`src/rtl/ps2_host_tx.sv`:
```
`default_nettype none
// ============================================================================
//  Module   : ps2_host_tx
//  Purpose  : PS/2 host-to-device transmitter. Sends one command byte to the
//             keyboard using the request-to-send sequence: inhibit the clock,
//             pull data low for the start bit, release the clock, then shift
//             the data/parity/stop bits out on device clock falling edges and
//             sample the device ACK.
//  Ports    : CLOCK_50            system clock (posedge)
//             reset               asynchronous, active-high
//             tx_data/tx_valid    command byte + request (accepted when ready)
//             tx_ready            idle, able to accept a byte
//             PS2_CLK/PS2_DAT     raw pad levels of the PS/2 lines
//             ps2_clk_oe/_dat_oe  1 = pull the corresponding line low
//             tx_done/tx_nack     frame complete pulse, NACK flag
//             tx_err              timeout abort pulse
//  Revision : 1.0  initial release
// ============================================================================
module ps2_host_tx #(
    parameter int INHIBIT_CYCLES = 6000,
    parameter int SETUP_CYCLES   = 250,
    parameter int TIMEOUT_CYCLES = 750000,
    parameter int FILTER_LEN     = 8
) (
    input  logic       CLOCK_50,
    input  logic       reset,
    input  logic [7:0] tx_data,
    input  logic       tx_valid,
    output logic       tx_ready,
    input  logic       PS2_CLK,
    input  logic       PS2_DAT,
    output logic       ps2_clk_oe,
    output logic       ps2_dat_oe,
    output logic       tx_done,
    output logic       tx_nack,
    output logic       tx_err
);

    localparam int c_PH_MAX = (INHIBIT_CYCLES > SETUP_CYCLES) ? INHIBIT_CYCLES : SETUP_CYCLES;
    localparam int c_PH_W   = $clog2(c_PH_MAX + 1);
    localparam int c_TO_W   = $clog2(TIMEOUT_CYCLES + 1);
    localparam int c_FLT_W  = $clog2(FILTER_LEN + 1);

    localparam logic [2:0] c_S_IDLE     = 3'd0;
    localparam logic [2:0] c_S_INHIBIT  = 3'd1;
    localparam logic [2:0] c_S_REQ      = 3'd2;
    localparam logic [2:0] c_S_BITS     = 3'd3;
    localparam logic [2:0] c_S_ACK      = 3'd4;
    localparam logic [2:0] c_S_WAITIDLE = 3'd5;

    // ------------------------------------------------------------------
    // Input conditioning: bit 0 = clock line, bit 1 = data line.
    // ------------------------------------------------------------------
    logic [1:0] w_raw;
    logic [1:0] w_filt;

    assign w_raw = {PS2_DAT, PS2_CLK};

    for (genvar g = 0; g < 2; g++) begin : g_filt
        logic               r_s1;
        logic               r_s2;
        logic               r_level;
        logic [c_FLT_W-1:0] r_cnt;

        // The filtered level only follows the synchronized input after it
        // has disagreed for FILTER_LEN consecutive samples.
        always_ff @(posedge CLOCK_50 or posedge reset) begin
            if (reset) begin
                r_s1    <= 1'b1;
                r_s2    <= 1'b1;
                r_level <= 1'b1;
                r_cnt   <= '0;
            end else begin
                r_s1 <= w_raw[g];
                r_s2 <= r_s1;
                if (r_s2 == r_level) begin
                    r_cnt <= '0;
                end else if (r_cnt == c_FLT_W'(FILTER_LEN - 1)) begin
                    r_level <= r_s2;
                    r_cnt   <= '0;
                end else begin
                    r_cnt <= r_cnt + 1'b1;
                end
            end
        end

        assign w_filt[g] = r_level;
    end

    logic r_clk_filt_d;
    logic w_fall;

    always_ff @(posedge CLOCK_50 or posedge reset) begin
        if (reset) begin
            r_clk_filt_d <= 1'b1;
        end else begin
            r_clk_filt_d <= w_filt[0];
        end
    end

    assign w_fall = r_clk_filt_d & ~w_filt[0];

    // ------------------------------------------------------------------
    // Control signals
    // ------------------------------------------------------------------
    logic [2:0]        r_state;
    logic [2:0]        w_next;
    logic [c_PH_W-1:0] r_ph_cnt;
    logic [c_TO_W-1:0] r_to_cnt;
    logic [9:0]        r_frame;
    logic [3:0]        r_idx;
    logic              r_dat_bit;
    logic              r_ack_dat;
    logic              r_done;
    logic              r_nack;
    logic              r_err;

    logic w_accept;
    logic w_ph_last;
    logic w_to_active;
    logic w_timeout;
    logic w_line_idle;
    logic w_enter_bits;

    assign w_accept    = tx_valid && (r_state == c_S_IDLE);
    assign w_ph_last   = ((r_state == c_S_INHIBIT) && (r_ph_cnt == c_PH_W'(INHIBIT_CYCLES - 1))) ||
                         ((r_state == c_S_REQ)     && (r_ph_cnt == c_PH_W'(SETUP_CYCLES - 1)));
    assign w_to_active = (r_state == c_S_BITS) || (r_state == c_S_ACK) || (r_state == c_S_WAITIDLE);
    assign w_timeout   = w_to_active && (r_to_cnt >= c_TO_W'(TIMEOUT_CYCLES - 1));
    assign w_line_idle = w_filt[0] & w_filt[1];
    assign w_enter_bits = (r_state == c_S_REQ) && w_ph_last;

    // ------------------------------------------------------------------
    // FSM: state register
    // ------------------------------------------------------------------
    always_ff @(posedge CLOCK_50 or posedge reset) begin
        if (reset) begin
            r_state <= c_S_IDLE;
        end else begin
            r_state <= w_next;
        end
    end

    // ------------------------------------------------------------------
    // FSM: next state. A timeout wins over a fall in the same cycle.
    // ------------------------------------------------------------------
    always_comb begin
        w_next = r_state;
        case (r_state)
            c_S_IDLE:     if (w_accept) w_next = c_S_INHIBIT;
            c_S_INHIBIT:  if (w_ph_last) w_next = c_S_REQ;
            c_S_REQ:      if (w_ph_last) w_next = c_S_BITS;
            c_S_BITS: begin
                if (w_timeout)                     w_next = c_S_IDLE;
                else if (w_fall && r_idx == 4'd9)  w_next = c_S_ACK;
            end
            c_S_ACK: begin
                if (w_timeout)   w_next = c_S_IDLE;
                else if (w_fall) w_next = c_S_WAITIDLE;
            end
            c_S_WAITIDLE: begin
                if (w_timeout || w_line_idle) w_next = c_S_IDLE;
            end
            default:      w_next = c_S_IDLE;
        endcase
    end

    // ------------------------------------------------------------------
    // FSM: outputs. Decoded straight from the state register so an async
    // reset releases both lines without waiting for a clock edge.
    // ------------------------------------------------------------------
    always_comb begin
        ps2_clk_oe = 1'b0;
        ps2_dat_oe = 1'b0;
        tx_ready   = 1'b0;
        case (r_state)
            c_S_IDLE:    tx_ready = 1'b1;
            c_S_INHIBIT: ps2_clk_oe = 1'b1;
            c_S_REQ: begin
                ps2_clk_oe = 1'b1;
                ps2_dat_oe = 1'b1;
            end
            c_S_BITS:    ps2_dat_oe = r_dat_bit;
            default: begin
                ps2_clk_oe = 1'b0;
                ps2_dat_oe = 1'b0;
            end
        endcase
    end

    assign tx_done = r_done;
    assign tx_nack = r_nack;
    assign tx_err  = r_err;

    // ------------------------------------------------------------------
    // Datapath: frame latch, phase/timeout counters, bit shifting, status.
    // ------------------------------------------------------------------
    always_ff @(posedge CLOCK_50 or posedge reset) begin
        if (reset) begin
            r_frame   <= '0;
            r_ph_cnt  <= '0;
            r_to_cnt  <= '0;
            r_idx     <= '0;
            r_dat_bit <= 1'b0;
            r_ack_dat <= 1'b1;
            r_done    <= 1'b0;
            r_nack    <= 1'b0;
            r_err     <= 1'b0;
        end else begin
            r_done <= 1'b0;
            r_err  <= 1'b0;

            // Frame is {stop, odd parity, data}; shifted out LSB first.
            if (w_accept) begin
                r_frame  <= {1'b1, ~^tx_data, tx_data};
                r_ph_cnt <= '0;
            end else if ((r_state == c_S_INHIBIT) || (r_state == c_S_REQ)) begin
                if (w_ph_last) begin
                    r_ph_cnt <= '0;
                end else if (r_ph_cnt != c_PH_W'(c_PH_MAX)) begin
                    r_ph_cnt <= r_ph_cnt + 1'b1;
                end
            end

            if (w_enter_bits || (w_to_active && w_fall)) begin
                r_to_cnt <= '0;
            end else if (w_to_active && (r_to_cnt != c_TO_W'(TIMEOUT_CYCLES))) begin
                r_to_cnt <= r_to_cnt + 1'b1;
            end

            // Start bit stays on the line until the device's first fall.
            if (w_enter_bits) begin
                r_idx     <= '0;
                r_dat_bit <= 1'b1;
            end else if ((r_state == c_S_BITS) && w_fall && !w_timeout) begin
                r_dat_bit <= ~r_frame[r_idx];
                r_idx     <= r_idx + 4'd1;
            end

            // The ACK sample is held privately so tx_nack only changes
            // together with tx_done.
            if ((r_state == c_S_ACK) && w_fall && !w_timeout) begin
                r_ack_dat <= w_filt[1];
            end

            if ((r_state == c_S_WAITIDLE) && !w_timeout && w_line_idle) begin
                r_done <= 1'b1;
                r_nack <= r_ack_dat;
            end

            if (w_timeout) begin
                r_err <= 1'b1;
            end
        end
    end

endmodule
`default_nettype wire

```
`config.mk`:
```
export PLATFORM = sky130hd
export DESIGN_NAME = ps2_host_tx
export DESIGN_NICKNAME = d
export VERILOG_FILES = /design/src/rtl/ps2_host_tx.sv
export SDC_FILE = /design/constraint.sdc
export NUM_CORES = 1
export LEC_CHECK = 0
export BUFFER_PORTS_ARGS = -buffer_cell sky130_fd_sc_hd__buf_2
export CAP_MARGIN = 20
export CORE_MARGIN = 4
export CORE_UTILIZATION = 45
export DETAILED_ROUTE_END_ITERATION = 16
export HOLD_SLACK_MARGIN = 0.1
export SYNTH_ARGS = -nofsm -noshare
export SYNTH_HDL_FRONTEND = slang
export SYNTH_SLANG_ARGS = --single-unit
```
`constraint.sdc`:
```
create_clock -name CLOCK_50 -period 2.35 [get_ports CLOCK_50]
set_input_delay 0.47 -clock CLOCK_50 [delete_from_list [all_inputs] [get_ports CLOCK_50]]
set_output_delay 0.47 -clock CLOCK_50 [all_outputs]
set_load 0.01 [all_outputs]
```
; ---- After elaboration in Yosys (flattened, before gate mapping)
; Index checks and enable logic that the tools add are counted.
[word_totals]
memories = 0
word_cells = 114
output_inout_bits = 6
in_bits = 13
latch_bits = 0
register_bits = 70
ramBits = 0
rom_bits = 0
[classes]
n_mux = 30
n_div = 0
n_lt_le_gt_ge = 2
eq_ne = 20
n_bitwise = 6
n_reduce_logical = 32
n_mul = 0
addsub = 5
shift = 0
[ops]
columns = op, count
row1 = two-way mux 13 bit, 4
row2 = two-way mux 20 bit, 2
row3 = two-way mux 3 bit, 8
row4 = two-way mux 4 bit, 6
row5 = adder 20 x 1 -> 20 bit (second input constant), 1
row6 = >= comparator 20 bit (second input constant), 1
row7 = inequality test 20 bit (second input constant), 1
row8 = one-hot mux 3 bit (6 select lines), 1
row9 = logical AND 1 bit, 14
row10 = adder 13 x 1 -> 13 bit (second input constant), 1
row11 = == test 13 bit (second input constant), 1
row12 = == test 13 x 8 -> 1 bit (second input constant), 1
row13 = inequality test 13 bit (second input constant), 1
row14 = adder 4 x 1 -> 4 bit (second input constant), 3
row15 = == test 4 x 3 -> 1 bit (second input constant), 2
row16 = XNOR reduction 8 bit, 1
row17 = two-way mux 1 bit, 7
row18 = == test 3 x 2 -> 1 bit (second input constant), 2
row19 = == test 3 bit (second input constant), 2
row20 = logical OR 1 bit, 6
row21 = inequality test 2 bit (second input constant), 3
row22 = AND reduction 2 bit, 3
row23 = AND reduction 6 bit, 1
row24 = nonzero test 2 bit, 3
row25 = other kinds (15), 20

; ---- Longest topological paths before layout
[depth]
word_depth = 8
mapped_depth = 8
depth_no_buf = 7

; ---- Least setup slack after synthesis
; Ideal clock, no wire load.
[synth_timing]
kind = flip-flop to flip-flop
start = reg r_ph_cnt[1]
end = reg r_state[0]
stages_incl_launch_ff = 9
setup_ps = 131
path_slack_ps = 436
arrival_ps = 1783
path_cell_list = dfrtp_1 > inv_1 > ha_1 > nor4bb_1 > and4_1 > clkbuf_8 > nor2_4 > and3_2 > or3_1
[synth_between]
elab_chain_len = 5
word_cells_on_any_way = 8
cone_classes = eq/ne: 4 / reduce/logical: 4
[synth_rtl]
columns = item, line
row1 = start: declaration, 108  ; logic [c_PH_W-1:0] r_ph_cnt;
row2 = start signal: assignment, 221  ; r_ph_cnt <= r_ph_cnt + 1'b1;
row3 = == test 13 bit / == test 13 x 8 -> 1 bit (equally long branches), "126, 127"
row4 = "logical AND 1 bit, on equally long branches", "126, 127"
row5 = logical OR 1 bit *, 126  ; assign w_ph_last = ((r_state == c_S_INHIBIT) && (r_ph_cnt == c_PH_W'(INHIBIT_CYCLES - 1))) ||
row6 = inequality test 2 bit (no line), --
row7 = AND reduction 6 bit (no line) *, --
row8 = end signal: assignment, 138  ; r_state <= c_S_IDLE;
row9 = end signal: assignment, 140  ; r_state <= w_next;
row10 = end: declaration, 106  ; logic [2:0] r_state;
; Mark *: on every way between the ends. The rest lies on a longest branch, timed or not.
; A chain may end at the register's enable or synchronous reset.

; ---- Final worst setup path
[layout_timing]
start = reg r_to_cnt[10]
end = reg r_nack, in the netlist tx_nack
[layout_between]
elab_chain_len = 5
[layout_rtl]
columns = item, line
row1 = start: declaration, 109  ; logic [c_TO_W-1:0] r_to_cnt;
row2 = start signal: assignment, 228  ; r_to_cnt <= r_to_cnt + 1'b1;
row3 = >= comparator 20 bit, 129  ; assign w_timeout = w_to_active && (r_to_cnt >= c_TO_W'(TIMEOUT_CYCLES - 1));
row4 = logical AND 1 bit, 129
row5 = logical NOT 1 bit, 246  ; if ((r_state == c_S_WAITIDLE) && !w_timeout && w_line_idle) begin
row6 = logical AND 1 bit (2 in series), 246
row7 = end signal: assignment, 248  ; r_nack <= r_ack_dat;
row8 = end: declaration, 115  ; logic r_nack;
; No other way between the ends.

==> results.md <==
* Hold Path Class: in2async
* H-tree Lvls at 3
* Top-level port count at 19
* Worst path bufs/invs at 1
* Initial core utilization at 0.460
* Drt first pass iters at 5
* CTS tree: yes
* Mapped Nets at 405
* Critical path depth at 6
* Total grt overflow at 0
* Critical-path maximum fanout at 12
* Final Max Tran Viols at 0
* Synth Flop Type: dfrtp_1
* Core area at 8180 um^2
* RSZ-0062 raised after global routing: false
* Largest net degree at the start of global routing at 37
* Drt wl/cell at 14.1 um
* Post-synth ARST share at 1.00
* CP max-delay cell: dfrtp_1
* Largest area contributor in the netlist: dfrtp_1
* Total number of vias at 2798
* Die footprint at 9880 um^2
* Hold Vio Cnt, Final at 0
* Std-Cell Rows at 33
* Total CTS buffers at 9
* Share of the synthesized area in the top cell type at 0.413
* Clock sinks at 70
* Diode count at 0
* Clock root buffer: clkbuf_8
* Worst reg2reg path depth at 6
* Critical path's top delay family: simple AND/OR/NAND/NOR gates
* Die Width at 99.4 um
* Hpwl dp at 5.19 mm
* Critical Path End Type: flop
* IO buf count at 18
* Setup TNS at 0 ps
* Reg clk slew, reported paths at 80 ps
* Slew headroom at 0.540
* Yosys reg bits at 70
* Post-synth EDFFs at 0
* Final Cycle Share at 0.899
* Clk Latency, worst-skew pair at 340 ps
* Starting DRT DRC Count at 99
* CTS Hold Bufs at 0
* Via/cell ratio at 5.37
* First-pass GRT wire length at 13.3 mm
* Layout cells sized above 1 at 0.195
* Min Clock Period, post-route at 2110 ps
* Post-CTS setup buffer count at 0
* Tot GR Track Use at 0.167
* Post-route design area at 4210 um^2
* Netlist cell types at 59
* Critical path type: reg2reg
* Drt total wl at 7.35 mm
* Die Height at 99.4 um
* Worst Path Arrival at 2340 ps
* Syn avg cell area at 9.82 um^2
* Syn Inst Count at 383
* R2r setup slk at 240 ps
* Synthesized area at 3760 um^2
* Fin Clk Skew at 8.19 ps
* Number of max-cap violations at 0
* Bufs on Longest Clock Path at 2
* NumNets Final at 433
* CP Cell Sequence: nor4_1 > and3b_2 > o32ai_2 > buf_4 > nor3_1 > mux2_2
* PostCTS Resize Cnt at 0
* PwrDens at 776 nW/um^2
* Run status: completed
* GPL Wtd Cong at 0.811
* Fin util at 0.515
* Seq/Total Area, Yosys at 0.469
* Peak VDD IR at 469 uV
* Maximum single-stage delay on the critical path at 430 ps
* Cell Area, Placed at 4000 um^2
* Yosys warnings at 0
* Worst-Margin Slew at 687 ps
* Max Freq at 473 MHz
* Setup Viol. Count Final at 0
* DR DRC count at 0
* Synth area leaders: dfrtp_1 (41%), dfstp_2 (5.6%), nand2_1 (5.0%)
* Layout area overhead at 12.0%
* Pleak at 1.80 nW
* DRT antenna net count at 0
* Initial antenna violation count at 0
* Vias in the first global route at 2735
* Worst setup SP type: flop
* CP required at 2580 ps
[path summary, 6_finish.rpt]
check	endpoint	from
setup / recovery	tx_nack	r_to_cnt[10]
setup reg to reg	tx_nack	r_to_cnt[10]
max in group asynchronous	g_filt[0].r_s1	reset
min in group CLOCK_50	g_filt[0].r_s1	PS2_CLK
hold reg to reg	g_filt[1].r_s2	g_filt[1].r_s1
hold / removal	r_to_cnt[5]	reset
[sequential cells by signal (all words and copies together), names as in the netlist]
signal and count:
tx_err 1, g_filt.r_cnt 8, r_idx 4, r_ph_cnt 13
g_filt.r_level 2, g_filt.r_s1 2, r_clk_filt_d 1, r_dat_bit 1
r_state 3, r_frame 10, r_to_cnt 20, g_filt.r_s2 2
r_ack_dat 1, tx_nack 1, tx_done 1
[where the power goes]
group | internal (mW) | leakage, nW | switching (mW)
clock | 0.546 | 0.0976 | 0.452
combinational | 0.303 | 0.789 | 0.400
sequential | 1.41 | 0.918 | 0.160
total | 2.26 | 1.80 | 1.01
[worst register-to-register path, stage by stage, from the launching register on]
cell	delay, ps
dfrtp_1	430
nor4_1	380
and3b_2	250
o32ai_2	90
buf_4	190
nor3_1	300
mux2_2	370
[synth_stat cells (8+ instances only)]
master and n:
dfrtp_1 62, nand2_1 50, nor2_1 28, xnor2_1 21, a21oi_1 19, nand3_1 16, nor3_1 14, inv_1 13
o21ai_0 13, ha_1 9, dfstp_2 8, nor4_1 8
[area by class of cell]
| type | instances | area, um^2 |
|---|---|---|
| Inverter | 13 | 48.8 |
| Timing Repair Buffer | 29 | 198 |
| Clock inverter | 5 | 57.6 |
| Tap cell | 105 | 131 |
| Clock buffer | 11 | 151 |
| Fill cell | 765 | 3960 |
| Sequential cell | 70 | 1760 |
| Multi-Input combinational cell | 288 | 1860 |
[cells in the final DEF (no fill, tap or decap), types with 4 or more instances in the layout]
cell type	instances
and4_1	5
or4_1	7
dfstp_2	8
nand2_1	50
mux2i_1	7
inv_1	12
nand4_1	4
buf_2	18
ha_1	9
or3_1	7
nor4_1	8
a31oi_1	4
a21oi_1	19
dfrtp_1	62
xnor2_1	21
clkbuf_8	11
nand2b_1	7
buf_4	9
nor2b_1	5
nand3_1	16
nand3b_1	4
and2_1	4
o211ai_1	5
nor2_1	28
nor3_1	14
o21ai_0	13
o31ai_1	5
mux2_2	5
[metrics by stage]
step | total power, mW | setup slack [ps] | cells | hold slack, ps
after floorplan | 2.10 | 125 | 383 | 345
after global placement | 2.28 | 304 | 505 | 346
after detailed placement | 2.30 | 234 | 505 | 348
after CTS | 3.32 | 209 | 521 | 192
after global routing | 3.51 | 53.8 | 521 | 192
final | 3.27 | 237 | 521 | 186
[cells by family (layout without fill, tap and decap cells)]
family / Yosys count / count (layout) / synth area share
muxes: 14 / 14 / 0.0456
DFF: 70 / 70 / 0.469
AOI/OAI and AO/OA: 58 / 58 / 0.0975
adders and majority gates: 9 / 9 / 0.0300
buffers and inverters: 25 / 58 / 0.0359
and+or+nand+nor: 184 / 184 / 0.269
xor gates and xnor gates: 23 / 23 / 0.0536
[per-layer routing]
metal  up-vias  track usage  share of wire
met2        33        0.253           0.46
li1       1421            -              -
met5         -            0              0
met4         0       0.0441         0.0078
met3         4       0.0456          0.032
met1      1340        0.237           0.50
Power figures use the tool's default switching activity.
